$ cat config.mk
export PLATFORM = sky130hd
export DESIGN_NAME = memory_kernel_stream
export DESIGN_NICKNAME = d
export VERILOG_FILES = /design/src/rtl/memory_kernel_stream.sv
export SDC_FILE = /design/constraint.sdc
export NUM_CORES = 1
export LEC_CHECK = 0
export CAP_MARGIN = 30
export CELL_PAD_IN_SITES_DETAIL_PLACEMENT = 0
export CELL_PAD_IN_SITES_GLOBAL_PLACEMENT = 2
export CORE_MARGIN = 5
export CORE_UTILIZATION = 40
export DETAILED_ROUTE_END_ITERATION = 8
export PLACE_DENSITY = 0.78
export SLEW_MARGIN = 20
export SYNTH_ARGS = -nofsm -noshare
export SYNTH_HDL_FRONTEND = slang
export SYNTH_SLANG_ARGS = --single-unit
export TNS_END_PERCENT = 30
$ cat constraint.sdc
create_clock -name clk -period 3.52 [get_ports clk]
set_input_delay 0.352 -clock clk [delete_from_list [all_inputs] [get_ports clk]]
set_output_delay 0.352 -clock clk [all_outputs]
set_load 0.005 [all_outputs]
$ cat src/rtl/memory_kernel_stream.sv
// Kernel window streamer: local buffer plus a row sequencer that
// packs rowCount windows of inputWidth elements into lane vectors.
module memory_kernel_stream #(
   parameter int MaxWidth = 9,
   parameter int Depth = 32,
   parameter int DataWidth = 8,
   parameter int RowWidth = 8,
   localparam int AddrWidth = $clog2(Depth),
   localparam int LenWidth = $clog2(MaxWidth + 1)
) (
   input  logic                          clk,
   input  logic                          rst,
   input  logic                          writeEn,
   input  logic [AddrWidth-1:0]          writeAddr,
   input  logic [DataWidth-1:0]          dataIn,
   input  logic                          routeEn,
   input  logic [AddrWidth-1:0]          startAddr,
   input  logic [LenWidth-1:0]           inputWidth,
   input  logic [RowWidth-1:0]           rowCount,
   input  logic [AddrWidth-1:0]          rowStride,
   input  logic                          outReady,
   output logic                          outValid,
   output logic [MaxWidth*DataWidth-1:0] dataOut,
   output logic                          busy,
   output logic                          finished,
   output logic [2:0]                    state
);

   typedef enum logic [2:0] {
      IDLE = 3'd0,
      READ = 3'd1,
      LAST = 3'd2,
      OUT  = 3'd3,
      DONE = 3'd4
   } stateT;

   localparam logic [LenWidth-1:0] MaxLen =
      LenWidth'(MaxWidth);

   stateT curState;
   stateT nextState;

   logic [DataWidth-1:0] mem [Depth];
   logic [DataWidth-1:0] lanes [MaxWidth];
   logic [DataWidth-1:0] rdData;
   logic [LenWidth-1:0]  rdLane;
   logic                 rdPend;

   logic [AddrWidth-1:0] rowBase;
   logic [AddrWidth-1:0] strideQ;
   logic [RowWidth-1:0]  rowsLeft;
   logic [LenWidth-1:0]  widthQ;
   logic [LenWidth-1:0]  kCnt;

   logic [LenWidth-1:0]  effW;
   logic [AddrWidth-1:0] rdAddr;
   logic                 emptyJob;
   logic                 lastRead;

   assign effW = (inputWidth > MaxLen) ? MaxLen : inputWidth;
   assign emptyJob = (effW == '0) || (rowCount == '0);
   assign lastRead = (kCnt == widthQ - LenWidth'(1));
   assign rdAddr = rowBase + AddrWidth'(kCnt);

   assign state = curState;

   // Buffer write port; contents survive reset.
   always_ff @(posedge clk) begin
      if (writeEn) begin
         mem[writeAddr] <= dataIn;
      end
   end

   // Next-state decode and handshake-facing outputs.
   always_comb begin
      nextState = curState;
      outValid = 1'b0;
      busy = 1'b1;
      unique case (curState)
         IDLE: begin
            busy = 1'b0;
            if (routeEn) begin
               nextState = emptyJob ? DONE : READ;
            end
         end
         READ: begin
            if (lastRead) begin
               nextState = LAST;
            end
         end
         LAST: begin
            nextState = OUT;
         end
         OUT: begin
            outValid = 1'b1;
            if (outReady) begin
               nextState = (rowsLeft != '0) ? READ : DONE;
            end
         end
         DONE: begin
            nextState = IDLE;
         end
         default: begin
            nextState = IDLE;
         end
      endcase
   end

   // State register, job latch, read sequencing and lane capture.
   always_ff @(posedge clk) begin
      if (!rst) begin
         curState <= IDLE;
         finished <= 1'b0;
         rowBase  <= '0;
         strideQ  <= '0;
         rowsLeft <= '0;
         widthQ   <= '0;
         kCnt     <= '0;
         rdData   <= '0;
         rdLane   <= '0;
         rdPend   <= 1'b0;
         lanes    <= '{default: '0};
      end else begin
         curState <= nextState;
         finished <= (curState == DONE);
         case (curState)
            IDLE: begin
               if (routeEn) begin
                  rowBase  <= startAddr;
                  strideQ  <= rowStride;
                  rowsLeft <= rowCount - RowWidth'(1);
                  widthQ   <= effW;
                  kCnt     <= '0;
                  rdPend   <= 1'b0;
                  lanes    <= '{default: '0};
               end
            end
            READ: begin
               rdData <= mem[rdAddr];
               rdLane <= kCnt;
               rdPend <= 1'b1;
               kCnt   <= kCnt + LenWidth'(1);
               if (rdPend) begin
                  lanes[rdLane] <= rdData;
               end
            end
            LAST: begin
               if (rdPend) begin
                  lanes[rdLane] <= rdData;
               end
               rdPend <= 1'b0;
            end
            OUT: begin
               if (outReady && rowsLeft != '0) begin
                  rowBase  <= rowBase + strideQ;
                  rowsLeft <= rowsLeft - RowWidth'(1);
                  kCnt     <= '0;
                  lanes    <= '{default: '0};
               end
            end
            default: begin
            end
         endcase
      end
   end

   // Pack lanes into the output vector, lane 0 in the low bits.
   always_comb begin
      dataOut = '0;
      for (int k = 0; k < MaxWidth; k++) begin
         dataOut[k*DataWidth +: DataWidth] = lanes[k];
      end
   end

endmodule
# --- Yosys cells after proc, flatten, opt, wreduce, memory -nomap -nowiden ---
# Memory sizes are Yosys's and may differ from the RTL's. A register that Yosys moved wholly into a read port is not among the register bits.
# Index checks and enable logic that the tools add are counted.
op_classes:
  eq_ne: 10
  div: 0
  shifts: 0
  add_sub_neg: 6
  bitwise_logic: 1
  n_mul: 0
  n_reduce_logical: 19
  n_lt_le_gt_ge: 3
  mux: 29
ops:
  columns: ["cell", "n"]
  rows:
  - ["two-way mux 72 bit", 3]
  - ["one-hot mux 72 bit (3 select lines)", 1]
  - ["bitwise mux 72 bit", 1]
  - ["demux 8 bit (select 4 bit)", 1]
  - ["two-way mux 8 bit", 3]
  - ["one-hot mux 8 bit (2 select lines)", 1]
  - ["subtractor 8 x 1 -> 8 bit, second input constant", 2]
  - ["two-way mux 3 bit", 5]
  - ["two-way mux 4 bit", 3]
  - ["one-hot mux 3 bit (4 select lines)", 1]
  - ["one-hot mux 4 bit (3 select lines)", 1]
  - ["two-way mux 5 bit", 2]
  - ["one-hot mux 5 bit (2 select lines)", 1]
  - ["AND reduction 3 bit", 3]
  - ["nonzero test 3 bit", 3]
  - ["logical NOT 8 bit", 1]
  - ["!= test 2 bit, second input constant", 4]
  - ["nonzero test 8 bit", 1]
  - ["equality test 3 x 2 -> 1 bit, second input constant", 2]
  - ["adder 5 x 4 -> 5 bit", 1]
  - ["adder 5 bit", 1]
  - [">= comparator 5 bit, second input constant", 1]
  - ["less-than comparator 5 x 1 -> 1 bit, second input constant", 1]
  - ["two-way mux 1 bit", 5]
  - ["18 further kinds", 20]
word_totals:
  in_bits: 40
  ram_bits: 256
  output_inout_bits: 78
  register_bits: 107
  mem_bits_ro: 0
  latchBits: 0
  n_memories: 1
memory_table:
  columns: ["memory", "depth", "width", "rd", "rd_clocked_by_memory_dff", "write_ports", "line", "text"]
  rows:
  - ["mem", 32, 8, 1, 1, 1, "43", "logic [DataWidth-1:0] mem [Depth];"]

# --- Longest topological paths before layout ---
# Gate-level depths: netlist (run 1).
logic_depth:
  ltp_word: 8
  ltp_mapped: 9
  ltp_nobuf: 9

# --- Least setup slack after synthesis (run 1) ---
# No wires, ideal clock.
synth_path:
  path_type: "reg2reg"
  startpoint: "register kCnt[0]"
  endpoint: "register rdData[0] (read register of mem)"
  t_required_ns: 3.388
  path_stages_with_launch: 10
  period_less_slack_ns: 2.637
  slack_ns: 0.883
  t_arrival_ns: 2.505
  path_cell_list: "dfxtp_1 ha_1 fa_1 clkbuf_1 clkbuf_1 mux4_2 mux2i_1 o22ai_1 nor3_1 a21oi_1"
synth_via:
  elab_chain_cells: 1
synth_lines:
  columns: ["element", "line", "text"]
  rows:
  - ["start, declared", "53", "logic [LenWidth-1:0] kCnt;"]
  - ["start signal, assigned", "142", "kCnt <= kCnt + LenWidth'(1);"]
  - ["adder 5 x 4 -> 5 bit", "63", "assign rdAddr = rowBase + AddrWidth'(kCnt);"]
  - ["end, declared", "45", "logic [DataWidth-1:0] rdData;"]
# Every way passes these cells.
# A chain may end at the register's enable or synchronous reset.

# --- Final worst setup path (run 1) ---
# Same ends and word-level chain as after synthesis.

==> metrics.md, run 1 <==
| Metric | Value |
|---|---|
| Number of flops mapped to enable cells by yosys | 256 |
| Site row count | 71 |
| Post-CTS setup buffers | 0 |
| Worst slew pin tran | 933 ps |
| GP Congestion | 0.803 |
| Cell Pwr Density | 709 mW/mm^2 |
| Antenna violations before repair | 0 |
| Most common cell after layout, fill and taps aside | edfxtp_1 |
| RSZ-0062 raised after global routing | false |
| Static leakage | 5.87 nW |
| Fmax achieved | 335 MHz |
| Slew HR | 37.6% |
| Pre-antenna DRT Iters | 5 |
| Final period utilization | 84.8% |
| Initial Util | 40.2% |
| Via count | 9,403 |
| Top-area cell type share of the netlist area | 51.1% |
| Status | finished clean |
| Clock slew at reported path FFs | 60 ps |
| Setup tns final | 0 ps |
| Crit path time final | 2990 ps |
| Total gr overflow | 0 |
| Largest family of logic cells by synthesized area | multiplexers |
| Worst Path Max Fanout | 32 |
| Synth async-reset ratio | 0% |
| CTS buffer count | 39 |
| CTS tree | yes |
| Worst-path cell chain | ha_4 > fa_2 > buf_12 > mux4_2 > mux2i_1 > o22ai_1 > nor3_1 > a21oi_1 |
| CP Data Required Time | 3950 ps |
| CP max-delay cell | fa_2 |
| Endpoints failing hold | 0 |
| Post-synthesis cell count | 1,054 |
| Yosys top cell by area | edfxtp_1 |
| Synthesized flop and latch total | 371 |
| Synthesized area per cell | 14.3 um^2 |
| I/O pin count | 118 |
| Arr. time, crit path | 3420 ps |
| PortBufs | 117 |
| Maxcap violations | 0 |
| Total global-route track usage | 18.0% |
| # nets final | 1,238 |
| Die area | 0.0416 mm^2 |
| Synth top area cells | edfxtp_1 (51%), dfxtp_1 (15%), mux4_2 (9.6%), a22oi_1 (3.6%), nor2_1 (3.1%) |
| Pre-CTS setup slack | 493 ps |
| Uppermost layer routed | met4 |
| Worst Setup Slack, final | 534 ps |
| Post-Synth Simple-Gate Area | 8.92% |
| Clock Latency Late Sink | 550 ps |
| Syn-to-layout area delta | 20.7% |
| First-pass GRT wire length | 57.9 mm |
| Synthesized cell area | 0.0150 mm^2 |
| Synth Area in Compound Gates | 9.59% |
| Worst clock skew | 18.0 ps |
| Metal-1 WL | 16.2 mm |
| WL per Instance | 21.8 um |
| Post-Synth Adder-Cell Area | 1.18% |
| Root buffer cell | clkbuf_16 |
| DIE WIDTH | 204 um |
| Sequential cell area fraction in the yosys report | 66.4% |
| Die Span Y | 204 um |
| CTS resizes | 0 |
| Peak VDD IR | 0.000512 V |
| Placeable Area | 0.0374 mm^2 |
| Initial detailed-routing violation count | 618 |
| WL met3 | 2.34 mm |
| Cts-stage hold buffer count | 0 |
| Detail Route Antenna Nets | 0 |
| Via density per instance | 5.46 |
| Routed wire length | 37.6 mm |
| Multiplexer share of the synthesized area | 10.9% |
| Syn nets | 1,107 |
| Largest net degree at the start of global routing | 73 |
| Commonest non-fill, non-tap cells in the layout | edfxtp_1 (256), nor2_1 (126), clkdlybuf4s50_1 (117), dfxtp_1 (115), a22oi_1 (72) |
| Final setup violation count | 0 |
| Clk sinks | 371 |
| Library cells used by synthesis | 65 |
| Met2 WL | 18.2 mm |
| Vias in the first global route | 9,376 |
| CP max stage delay | 950 ps |
| Drt drc | 0 |
| Critical path class | flop to flop |
| Synth warnings | 0 |
| Worst setup SP type | flop |
| Max Buffers Root-to-Sink | 3 |
| Worst hold path class | primary input to flop |
| Xor/xnor share of the synthesized area | 0.865% |
| Hold WS | 358 ps |
| Share of layout cells above drive strength 1 | 15.4% |
| Max Slew Vio Count | 0 |
| Filler cells | 3,271 |
| Antenna cell count | 0 |
| Hpwl dp | 24.9 mm |
| # H-tree levels | 2 |
| Synth Flop Type | edfxtp_1 |
| Crit end category | flop |
[logic make-up (layout without fill, tap and decap cells)]
family                   count (synthesis)  after routing
AO/OA/AOI/OAI                          222            222
multiplexers                            84             84
flip-flops                             371            371
adder cells (fa/ha/maj)                 13             13
AND/OR/NAND/NOR                        277            277
XOR/XNOR                                14             14
buffers and inverters                   73            230
[area by class of cell]
cell class / count / area (um^2) / area share [%]
timing repair buffer: 154 / 1500 / 8.27
sequential: 371 / 9990 / 55.0
tap: 511 / 639 / 3.52
clock inverter: 9 / 113 / 0.620
multi-input combinational: 610 / 4750 / 26.2
clock buffer: 58 / 1120 / 6.18
inverter: 9 / 33.8 / 0.186
[state kept, by name, summed over array words and instances (netlist names), 4 cells and up]
| signal | cells |
|---|---|
| rowsLeft | 8 |
| widthQ | 4 |
| rdLane | 4 |
| kCnt | 4 |
| rowBase | 5 |
| mem | 256 |
| rdData | 8 |
| dataOut | 72 |
| strideQ | 5 |
[cells in the mapped netlist (all sizes together), types with 3 or more instances]
cell type	count
o22ai	10
nor4	5
xnor2	9
nor3	26
inv	9
mux2i	20
a21oi	58
and3	12
a211oi	6
or4	4
nor2b	3
nand3	24
a22oi	72
nand2	47
nor2	128
nand2b	5
edfxtp	256
mux4	64
nand3b	8
or3	3
buf	27
o21a	5
or3b	6
dfxtp	115
clkbuf	37
o21ai	51
a31oi	3
xor2	5
ha	11
[stage by stage]
stage	cell area (um^2)	util, %	total power [mW]	std cells
after floorplan	15000	-	7.80	1054
after global placement	16900	45.1	9.00	1652
after detailed placement	16900	45.2	9.01	1654
after CTS	18100	48.5	13.0	1721
after global routing	18200	48.5	13.5	1722
final	18200	48.5	12.9	1722
[metal layers]
| layer | global-route usage, % | up-vias |
|---|---|---|
| met5 | 0 | - |
| met4 | 5.20 | 0 |
| met3 | 3.38 | 56 |
| met2 | 29.4 | 266 |
| met1 | 24.7 | 4739 |
| li1 | - | 4342 |
[worst max-delay path: cells and delay by family, from the launching register on]
family,cells,cell delay (ps)
adder cells (fa/ha/maj),2,1160
multiplexers,2,520
flip-flops,1,390
buffers and inverters,1,300
AO/OA/AOI/OAI,2,250
AND/OR/NAND/NOR,1,240
[report_power, final]
part	internal [mW]	switching (mW)	total, mW
combinational	1.70	2.12	3.82
sequential	4.82	0.219	5.04
clock	2.35	1.65	4.01
[worst paths after layout]
path | from | end | slack [ps] | cells after the start
setup / recovery | kCnt[0]$_SDFFE_PN0P_ | rdData[0]$_SDFFE_PN0P_ | 530 | 8
hold / removal | rowStride[4] | strideQ[4]$_SDFFE_PN0P_ | 360 | 3
setup reg to reg | kCnt[0]$_SDFFE_PN0P_ | rdData[0]$_SDFFE_PN0P_ | 530 | 8
hold reg to reg | strideQ[3]$_SDFFE_PN0P_ | strideQ[3]$_SDFFE_PN0P_ | 460 | 2
No activity file was read; power rests on OpenSTA's default activity.
==> run 2, diff against run 1 <==
- clock period: 3.52 -> 2.81 ns (I/O delays scaled with it)
==> metrics.md, run 2 (synthesis results as in run 1) <==
| Metric | Value |
|---|---|
| Status | finished clean |
| Share of layout cells above drive strength 1 | 18.7% (+3.2 points) |
| Worst-path cell chain | ha_4 > fa_2 > buf_12 > mux4_2 > mux2i_1 > o22ai_1 > nor3_1 > a21oi_1 |
| Site row count | 71 (unchanged) |
| Largest net degree at the start of global routing | 49 (-33%) |
| Max Slew Vio Count | 0 (unchanged) |
| Most common cell after layout, fill and taps aside | edfxtp_1 |
| Die area | 0.0416 mm^2 (unchanged) |
| CP max-delay cell | fa_2 |
| Initial detailed-routing violation count | 768 (+24%) |
| Commonest non-fill, non-tap cells in the layout | edfxtp_1 (256), nor2_1 (126), clkdlybuf4s50_1 (117), dfxtp_1 (115), a22oi_1 (72) |
| Worst Path Max Fanout | 48 (+50%) |
| Critical path class | flop to flop |
| Worst hold path class | primary input to flop |
| Maxcap violations | 0 (unchanged) |
| Vias in the first global route | 9,517 (+1.5%) |
| Crit end category | flop |
| Hpwl dp | 25.2 mm (+1.2%) |
| Power share of the clock group | 31.5% (+0.4 points) |
| Sequential power share | 38.1% (-1.1 points) |
| Die Span Y | 204 um (unchanged) |
| Crit path time final | 2630 ps (-359 ps) |
| CP Data Required Time | 3220 ps (-730 ps) |
| Syn-to-layout area delta | 24.0% |
| # nets final | 1,282 (+3.6%) |
| Drt drc | 0 (unchanged) |
| GP Congestion | 0.805 (+0.30%) |
| Root buffer cell | clkbuf_16 |
| Static leakage | 6.19 nW (+5.4%) |
| Initial Util | 40.2% (unchanged) |
| Via count | 9,552 (+1.6%) |
| Antenna violations before repair | 0 (unchanged) |
| First-pass GRT wire length | 57.5 mm (-0.68%) |
| RSZ-0062 raised after global routing | false |
| Routed wire length | 37.7 mm (+0.20%) |
| CTS tree | yes |
| Peak VDD IR | 0.000581 V (+13%) |
| NetSw | 5.02 mW (+26%) |
| Worst R2R Setup Slack | 180 ps (-350 ps) |
| Buffers & Inverters on Critical Path | 1 (unchanged) |
| Placeable Area | 0.0374 mm^2 (unchanged) |
| Pwr Total | 16.5 mW (+28%) |
| DIE WIDTH | 204 um (unchanged) |
| Biggest register | mem |
| Arr. time, crit path | 3030 ps (-390 ps) |
| PortBufs | 117 (unchanged) |
| Setup tns final | 0 ps (unchanged) |
| Hold_sp | rowStride[3] |
| Logic pwr share | 30.4% (+0.7 points) |
| Switch share | 30.4% (-0.58 points) |
| Worst slew pin tran | 773 ps (-160 ps) |
| Worst clock skew | 14.9 ps (-3.13 ps) |
| R2r startpoint | rowBase[0]$_SDFFE_PN0P_ |
| Hold path endpoint | strideQ[3]$_SDFFE_PN0P_ |
| Pre-antenna DRT Iters | 7 (+2) |
| Hold depth | 3 (unchanged) |
| Fmax achieved | 381 MHz (+14%) |
| Endpoints failing hold | 0 (unchanged) |
| Slew HR | 48.5% (+11 points) |
| Antenna cell count | 0 (unchanged) |
| Clock slew at reported path FFs | 60 ps (about the same) |
| Reg-to-reg endpoint | rdData[5]$_SDFFE_PN0P_ |
| WL per Instance | 21.3 um (-2.5%) |
| Final setup violation count | 0 (unchanged) |
| Via density per instance | 5.40 (-1.2%) |
| Crit-path leading delay family | adder cells |
| Number of flip-flops under the largest register name | 256 (unchanged) |
| CP max stage delay | 570 ps (-380 ps) |
| Clk sinks | 371 (unchanged) |
| Total global-route track usage | 17.9% (-0.080 points) |
| Worst Reg-to-Reg Cells | 8 (unchanged) |
| Detail Route Antenna Nets | 0 (unchanged) |
| Internal | 11.5 mW (+29%) |
| Post-CTS setup buffers | 0 (unchanged) |
| CTS buffer count | 39 (unchanged) |
| Cell Pwr Density | 885 mW/mm^2 (+25%) |
| Start point of the critical path | rowBase[0]$_SDFFE_PN0P_ |
| Max Buffers Root-to-Sink | 3 (unchanged) |
| Final period utilization | 93.5% (+8.7 points) |
| Cts-stage hold buffer count | 0 (unchanged) |
| Filler cells | 3,212 (-1.8%) |
| Worst setup SP type | flop |
| I/O pin count | 118 (unchanged) |
| Total gr overflow | 0 (unchanged) |
| Clock Latency Late Sink | 520 ps (-30 ps) |
| # H-tree levels | 2 (unchanged) |
run 2: cell count changes in the layout (fill, tap and decap cells not counted), sizes merged:
cell and delta:
clkbuf -8, clkinv +9, bufinv +2, buf +44, clkinvlp +1
run 2: how the worst max path moves through the flow:
stage          slack, ps  cells past startpoint                endpoint
6_report             180                      8  rdData[5]$_SDFFE_PN0P_
5_1_grt              100                      8  rdData[5]$_SDFFE_PN0P_
4_1_cts               80                      4                outValid
3_5_place_dp         230                      8  rdData[5]$_SDFFE_PN0P_
3_3_place_gp         210                      8  rdData[5]$_SDFFE_PN0P_
2_1_floorplan        170                      9  rdData[0]$_SDFFE_PN0P_
run 2: area by class of cell:
type	count	area, um^2	area share, %
clock buffers	50	1090	5.84
clock inverters	21	218	1.17
inverters	9	33.8	0.181
multi-input cells	610	4760	25.5
flip-flops and latches	371	9990	53.6
well taps	511	639	3.43
repair buffers	198	1920	10.3
run 2: what timing repair did:
action | CTS | global route
endpoints found under the setup margin | 0 | 1
gates resized for setup | 0 | 1
hold endpoints to repair | 0 | 0
run 2: worst reg2reg max path, stage by stage (launching register included):
cell and delay, ps:
dfxtp_1 350, ha_4 180, fa_2 570, buf_12 280, mux4_2 410, mux2i_1 250
o22ai_1 170, nor3_1 220, a21oi_1 80
run 2: per-stage QoR:
step                hold WS [ps]  std cells  utilization, %  instance area, um^2  setup WS, ps
floorplan                    380       1054               -                15000           173
global placement             458       1699            46.3                17300           214
detailed placement           459       1699            46.3                17300           228
CTS                          307       1770            49.8                18600          75.6
global route                 324       1770            49.9                18600           101
finish                       323       1770            49.9                18600           182
run 2: power by group through the flow:
stage | sequential (mW) | combinational, mW | clock [mW]
detailed placement | 6.40 | 5.10 | 0
global placement | 6.40 | 5.07 | 0
CTS | 6.29 | 5.13 | 5.31
global route | 6.33 | 5.48 | 5.53
finish | 6.29 | 5.02 | 5.20
floorplan | 6.27 | 3.49 | 0
run 2: per-layer routing:
layer	global-route usage (%)	vias to the layer above	share of wire, %
met5	0	-	0
met2	30.4	263	49
li1	-	4446	-
met4	4.17	0	2.1
met3	2.98	49	5.7
met1	24.3	4794	43
==> run 3, diff against run 2 <==
- SLEW_MARGIN: 20 -> unset
==> results of run 3 <==
No change in the layout: final DEF, timing and power equal those of run 2.
